### config.mk
export PLATFORM = sky130hd
export DESIGN_NAME = panel_input_conditioner_flat
export DESIGN_NICKNAME = d
export VERILOG_FILES = /design/src/rtl/panel_input_conditioner_if.sv /design/src/rtl/panel_input_conditioner.sv /design/src/flat_wrapper.sv
export SDC_FILE = /design/constraint.sdc
export NUM_CORES = 1
export LEC_CHECK = 0
export BUFFER_PORTS_ARGS = -buffer_cell sky130_fd_sc_hd__buf_4
export CORE_UTILIZATION = 53
export CTS_CLUSTER_DIAMETER = 50
export CTS_CLUSTER_SIZE = 40
export DETAILED_ROUTE_END_ITERATION = 8
export PLACE_DENSITY = 0.84
export SLEW_MARGIN = 15
export SYNTH_ARGS = -nofsm -noshare
export SYNTH_HDL_FRONTEND = slang
export SYNTH_SLANG_ARGS = --single-unit
### constraint.sdc
create_clock -name Clk -period 2.75 [get_ports Clk]
set_input_delay 0.55 -clock Clk [delete_from_list [all_inputs] [get_ports Clk]]
set_output_delay 0.55 -clock Clk [all_outputs]
set_load 0.1 [all_outputs]
### src/rtl/panel_input_conditioner_if.sv
// Front-panel signal bundle: raw buttons/switches in,
// conditioned strobes, CPU reset level and switch bus out.
interface panel_input_conditioner_if #(
    parameter int SW_W = 10
);
    logic            Run;
    logic            Continue;
    logic [SW_W-1:0] SW;
    logic            Run_pulse;
    logic            Continue_pulse;
    logic            Cpu_reset;
    logic [SW_W-1:0] SW_sync;

    // Board/top-level side: drives raw inputs, consumes conditioned outputs
    modport master (
        output Run,
        output Continue,
        output SW,
        input  Run_pulse,
        input  Continue_pulse,
        input  Cpu_reset,
        input  SW_sync
    );

    // Conditioner side
    modport slave (
        input  Run,
        input  Continue,
        input  SW,
        output Run_pulse,
        output Continue_pulse,
        output Cpu_reset,
        output SW_sync
    );
endinterface

### src/rtl/panel_input_conditioner.sv
// Front-panel input conditioner: synchronizes and debounces the
// Run/Continue buttons, decodes press events and the reset combo.
module panel_input_conditioner #(
    parameter int SYNC_STAGES     = 2,
    parameter int DEBOUNCE_CYCLES = 1,
    parameter int CNT_W           = 20,
    parameter int SW_W            = 10
) (
    input  logic                      Clk,
    input  logic                      Reset,
    panel_input_conditioner_if.slave  pif
);

    typedef enum logic [2:0] {
        IDLE,
        RUN_HELD,
        CONT_HELD,
        COMBO,
        RELEASE_WAIT
    } state_e;

    localparam logic [CNT_W-1:0] DB_LIM = CNT_W'(DEBOUNCE_CYCLES);
    localparam logic [CNT_W-1:0] CNT_MAX = '1;

    // Synchronizer chains; index 0 samples the raw pin
    logic [SYNC_STAGES-1:0]           run_sync_q, run_sync_d;
    logic [SYNC_STAGES-1:0]           cont_sync_q, cont_sync_d;
    logic [SYNC_STAGES-1:0][SW_W-1:0] sw_sync_q, sw_sync_d;

    // Debounce state; bit/slot 0 = Run, 1 = Continue (1 = released)
    logic [1:0]            lvl_q, lvl_d;
    logic [1:0][CNT_W-1:0] cnt_q, cnt_d;
    logic [1:0]            sample;

    // Combo FSM and its registered outputs
    state_e state_q, state_d;
    logic   run_pulse_q, run_pulse_d;
    logic   cont_pulse_q, cont_pulse_d;
    logic   cpu_reset_q, cpu_reset_d;

    logic rd;
    logic cd;

    // Shift each raw input one stage deeper per clock
    always_comb begin
        run_sync_d  = {run_sync_q[SYNC_STAGES-2:0], pif.Run};
        cont_sync_d = {cont_sync_q[SYNC_STAGES-2:0], pif.Continue};
        sw_sync_d   = sw_sync_q;
        sw_sync_d[0] = pif.SW;
        for (int i = 1; i < SYNC_STAGES; i++) begin
            sw_sync_d[i] = sw_sync_q[i-1];
        end
    end

    // Debounce: count consecutive disagreeing samples, flip on limit
    always_comb begin
        logic [CNT_W-1:0] inc;
        sample = {cont_sync_q[SYNC_STAGES-1], run_sync_q[SYNC_STAGES-1]};
        lvl_d  = lvl_q;
        cnt_d  = cnt_q;
        inc    = '0;
        for (int b = 0; b < 2; b++) begin
            if (sample[b] != lvl_q[b]) begin
                inc = (cnt_q[b] == CNT_MAX) ? cnt_q[b] : cnt_q[b] + 1'b1;
                if (inc >= DB_LIM) begin
                    lvl_d[b] = sample[b];
                    cnt_d[b] = '0;
                end else begin
                    cnt_d[b] = inc;
                end
            end else begin
                cnt_d[b] = '0;
            end
        end
    end

    assign rd = ~lvl_q[0];
    assign cd = ~lvl_q[1];

    // Press decoder: pulses only on the IDLE exit, reset level in COMBO
    always_comb begin
        state_d      = state_q;
        run_pulse_d  = 1'b0;
        cont_pulse_d = 1'b0;
        unique case (state_q)
            IDLE: begin
                if (rd && cd) begin
                    state_d = COMBO;
                end else if (rd) begin
                    state_d     = RUN_HELD;
                    run_pulse_d = 1'b1;
                end else if (cd) begin
                    state_d      = CONT_HELD;
                    cont_pulse_d = 1'b1;
                end
            end
            RUN_HELD: begin
                if (cd) begin
                    state_d = COMBO;
                end else if (!rd) begin
                    state_d = IDLE;
                end
            end
            CONT_HELD: begin
                if (rd) begin
                    state_d = COMBO;
                end else if (!cd) begin
                    state_d = IDLE;
                end
            end
            COMBO: begin
                if (!rd || !cd) begin
                    state_d = RELEASE_WAIT;
                end
            end
            RELEASE_WAIT: begin
                if (rd && cd) begin
                    state_d = COMBO;
                end else if (!rd && !cd) begin
                    state_d = IDLE;
                end
            end
            default: begin
                state_d = IDLE;
            end
        endcase
        cpu_reset_d = (state_d == COMBO);
    end

    // State registers with synchronous active-low reset
    always_ff @(posedge Clk) begin
        if (!Reset) begin
            run_sync_q   <= '1;
            cont_sync_q  <= '1;
            sw_sync_q    <= '0;
            lvl_q        <= 2'b11;
            cnt_q        <= '0;
            state_q      <= IDLE;
            run_pulse_q  <= 1'b0;
            cont_pulse_q <= 1'b0;
            cpu_reset_q  <= 1'b0;
        end else begin
            run_sync_q   <= run_sync_d;
            cont_sync_q  <= cont_sync_d;
            sw_sync_q    <= sw_sync_d;
            lvl_q        <= lvl_d;
            cnt_q        <= cnt_d;
            state_q      <= state_d;
            run_pulse_q  <= run_pulse_d;
            cont_pulse_q <= cont_pulse_d;
            cpu_reset_q  <= cpu_reset_d;
        end
    end

    assign pif.Run_pulse      = run_pulse_q;
    assign pif.Continue_pulse = cont_pulse_q;
    assign pif.Cpu_reset      = cpu_reset_q;
    assign pif.SW_sync        = sw_sync_q[SYNC_STAGES-1];

endmodule

### src/flat_wrapper.sv
// flat-port wrapper written by rule: the top's interface ports become plain ports
module panel_input_conditioner_flat 
#(
    parameter int SYNC_STAGES     = 2,
    parameter int DEBOUNCE_CYCLES = 1,
    parameter int CNT_W           = 20,
    parameter int SW_W            = 10
)
  (Clk, Reset, pif_Run, pif_Continue, pif_SW, pif_Run_pulse, pif_Continue_pulse, pif_Cpu_reset, pif_SW_sync);
  panel_input_conditioner_if #(.SW_W(SW_W)) pif_i ();
  input  logic Clk;
  input  logic Reset;
  input wire logic [$bits(pif_i.Run)-1:0] pif_Run;
  input wire logic [$bits(pif_i.Continue)-1:0] pif_Continue;
  input wire logic [$bits(pif_i.SW)-1:0] pif_SW;
  output wire logic [$bits(pif_i.Run_pulse)-1:0] pif_Run_pulse;
  output wire logic [$bits(pif_i.Continue_pulse)-1:0] pif_Continue_pulse;
  output wire logic [$bits(pif_i.Cpu_reset)-1:0] pif_Cpu_reset;
  output wire logic [$bits(pif_i.SW_sync)-1:0] pif_SW_sync;
  assign pif_i.Run = pif_Run;
  assign pif_i.Continue = pif_Continue;
  assign pif_i.SW = pif_SW;
  assign pif_Run_pulse = pif_i.Run_pulse;
  assign pif_Continue_pulse = pif_i.Continue_pulse;
  assign pif_Cpu_reset = pif_i.Cpu_reset;
  assign pif_SW_sync = pif_i.SW_sync;
  panel_input_conditioner #(.SYNC_STAGES(SYNC_STAGES), .DEBOUNCE_CYCLES(DEBOUNCE_CYCLES), .CNT_W(CNT_W), .SW_W(SW_W)) u_core (.Clk(Clk), .Reset(Reset), .pif(pif_i));
endmodule
==> run summary <==
clock latency on the worst-skew pair: 340 ps
buffers added on ports: 26
detail-routed via count per cell: 4.99
ys flop type: dfxtp_1
number of routed nets with antenna violations: 0
DR top layer: met4
die area: 5290 sq um
worst hold path class: in -> reg
Sw Ratio: 0.231
R2R Setup Slk: 350 ps
Max Fclk: 417 MHz
VDD IR-drop max: 679 uV
Clk pin slew, worst setup/hold paths: 70 ps
DR vias: 1990
Synth Instances: 257
worst-case clock buffer depth: 2
Mapped Area: 2650 sq um
WL/cell: 11.7 um
Req. time, crit path: 3020 ps
FFs w/ async S/R, synth: 0
largest net degree at the start of global routing: 34
Startpoint Class: flop
Reg-to-Reg End: u_core.lvl_q[0]
CTS sink cnt: 72
flops & latches, synth: 72
post-DP HPWL: 3270 um
WL met1: 2150 um
leakage: 0.00134 uW
combinational power share: 0.070
quantity of gates resized following cts: 0
arrival time worst endpoint: 2670 ps
pwr/cell area: 669 nW/um^2
post-synthesis compound-gate area fraction: 0.105
Final Hold Viols: 0
die height: 72.7 um
Starting Density: 0.557
core area: 4750 sq um
Synth cell types: 54
Post-synth EDFFs: 0
drt drc: 0
postcts setup bufs: 0
clock period minus worst slack: 2400 ps
post-synthesis simple-gate area fraction: 0.271
largest family of logic cells by synthesized area: simple AND/OR/NAND/NOR gates
Slew headroom: 0.583
Final setup viols: 0
max-slew violations: 0
fraction of power consumed by the clock network: 0.412
register area: 1440 sq um
# rows: 25
most frequent cells in the layout: 72 x dfxtp_1, 40 x conb_1, 26 x buf_4
post-synthesis mux area share: 0.0151
CTS tree: done
fillers: 378
reg2reg start: u_core.cnt_q[0]
ratio of final minimum period to clock period: 0.872
vias in the first global route: 1817
post-synthesis xor/xnor area fraction: 0.0397
Worst Tran Pin Value: 623 ps
status: finished clean
Met3 Routed Length: 116 um
final setup TNS: 0 ps
R2R depth: 8
Worst Path Max Fanout: 6
Pre-antenna DRT Iters: 5
hold path depth: 2
element type at the critical path end: flop
fraction of layout cells with a size suffix above 1: 0.157
Adder-Cell Fraction of Synth Area: 0.00944
critical hold path startpoint: pif_Run
first-pass GRT wire length: 7780 um
fin nets: 344
GR Overflow Total: 0
largest area contributor in the netlist: dfxtp_1
max-cap viol count: 0
global placement routability congestion: 0.863
CTS Hold Bufs: 0
Area contributors post-synth: dfxtp_1 54%, and2_1 5.0%, xnor2_1 2.6%
initial antenna violation count: 0
Seq pwr share: 0.518
n_diodes: 0
Ys Warns: 0
sequential area share after synthesis: 0.544
commonest non-fill, non-tap cell in the layout: dfxtp_1
Sw Pwr: 504 uW
CTS root buf: clkbuf_8
WL final: 4650 um
gr usage total: 0.198
Layout area overhead: 23.3%
routed wl met2: 2310 um
RSZ-0062 raised after global routing: no
Worst Skew: 7.37 ps
Hold WS: 392 ps
post-synth top area share: 0.544
H-tree Lvls: 3
DRT iter0 DRCs: 89
Die Wd: 72.7 um
io pins: 27
CTS buffer count: 9
worst setup path class: reg -> reg
Avg Synthesized Cell Area: 10.3 sq um
Int Pwr: 1680 uW
area occupied by multi-input gates: 1320 sq um
Min-Delay Endpoint: u_core.run_sync_q[0]
[state kept, by name (all words and copies together), names as in the netlist]
| signal | flops |
|---|---|
| u_core.cnt_q | 40 |
| u_core.cont_sync_q | 2 |
| u_core.lvl_q | 2 |
| u_core.pif.Continue_pulse | 1 |
| u_core.pif.Cpu_reset | 1 |
| u_core.pif.Run_pulse | 1 |
| u_core.pif.SW_sync | 10 |
| u_core.run_sync_q | 2 |
| u_core.state_q | 3 |
| u_core.sw_sync_d | 10 |
[per-layer routing]
metal / GRT usage / vias up
li1: - / 1039
met5: 0 / -
met1: 0.235 / 917
met2: 0.301 / 28
met3: 0.0787 / 6
met4: 0.118 / 0
[worst max-delay path by stage]
stage | startpoint | endpoint | slack, ps | cells after the start
final | u_core.cnt_q[0] | u_core.lvl_q[0] | 350 | 8
after global routing | u_core.cnt_q[0] | u_core.lvl_q[0] | 150 | 8
after CTS | u_core.cnt_q[0] | u_core.lvl_q[0] | 370 | 8
after detailed placement | u_core.cnt_q[0] | u_core.lvl_q[0] | 360 | 8
after global placement | u_core.cnt_q[0] | u_core.lvl_q[0] | 480 | 8
after floorplan | u_core.cnt_q[0] | u_core.lvl_q[0] | 600 | 8
[area by class of cell]
cell class	count	area share
Clock inverter	5	0.0249
Multi-Input combinational cell	216	0.403
Tap cell	67	0.0257
Inverter	3	0.00345
Timing Repair Buffer	26	0.0597
Clock buffer	10	0.0421
Sequential cell	72	0.441
[metrics by stage]
stage / power [uW] / cell area, sq um / worst slack [ps] / util / cells
after floorplan: 1260 / 2800 / 595 / - / 296
after global placement: 1300 / 3050 / 476 / 0.641 / 384
after detailed placement: 1310 / 3050 / 363 / 0.641 / 384
after CTS: 2210 / 3270 / 368 / 0.687 / 399
after global routing: 2270 / 3270 / 154 / 0.687 / 399
final: 2180 / 3270 / 351 / 0.687 / 399
[cell usage after synthesis (2+ instances only)]
cell / n
and2_1: 21
o21a_1: 4
nand4_1: 10
o31ai_1: 3
o21bai_1: 2
nor2b_1: 4
xnor2_1: 8
and4_1: 4
and3_1: 3
or2_2: 4
a31oi_1: 4
dfxtp_1: 72
a22oi_1: 2
or3_1: 2
a211oi_1: 2
o2111ai_1: 3
nor4_2: 2
nand3_1: 9
o22ai_1: 3
ha_1: 2
clkbuf_1: 4
o21ai_0: 2
or4_1: 2
xor2_1: 4
nand2_1: 13
a21oi_1: 3
mux2i_1: 4
inv_1: 3
nor3_1: 9
nor2_1: 16
nand2b_1: 5
nor3b_1: 2
nor4_1: 5
[power groups by stage]
stage               Combinational, uW  Sequential, uW  Clock [uW]
finish                            153            1130         900
global route                      166            1140         970
CTS                               152            1130         923
detailed placement                151            1160           0
global placement                  149            1150           0
floorplan                        70.4            1190           0
[worst max-delay path, stage by stage (launching register included)]
cell and delay, ps:
dfxtp_1 370, ha_1 220, and3_1 230, nand2_1 120, nor4b_2 610, o21a_1 220
o22ai_1 60, nor4_1 300, mux2i_1 210
[kinds of logic after synthesis]
group | count (synthesis)
adders and majority gates | 2
muxes | 4
AOI/OAI and AO/OA | 38
xor gates and xnor gates | 12
and+or+nand+nor | 120
DFF | 72
other | 1
buffers and inverters | 8
Power figures use the tool's default switching activity.
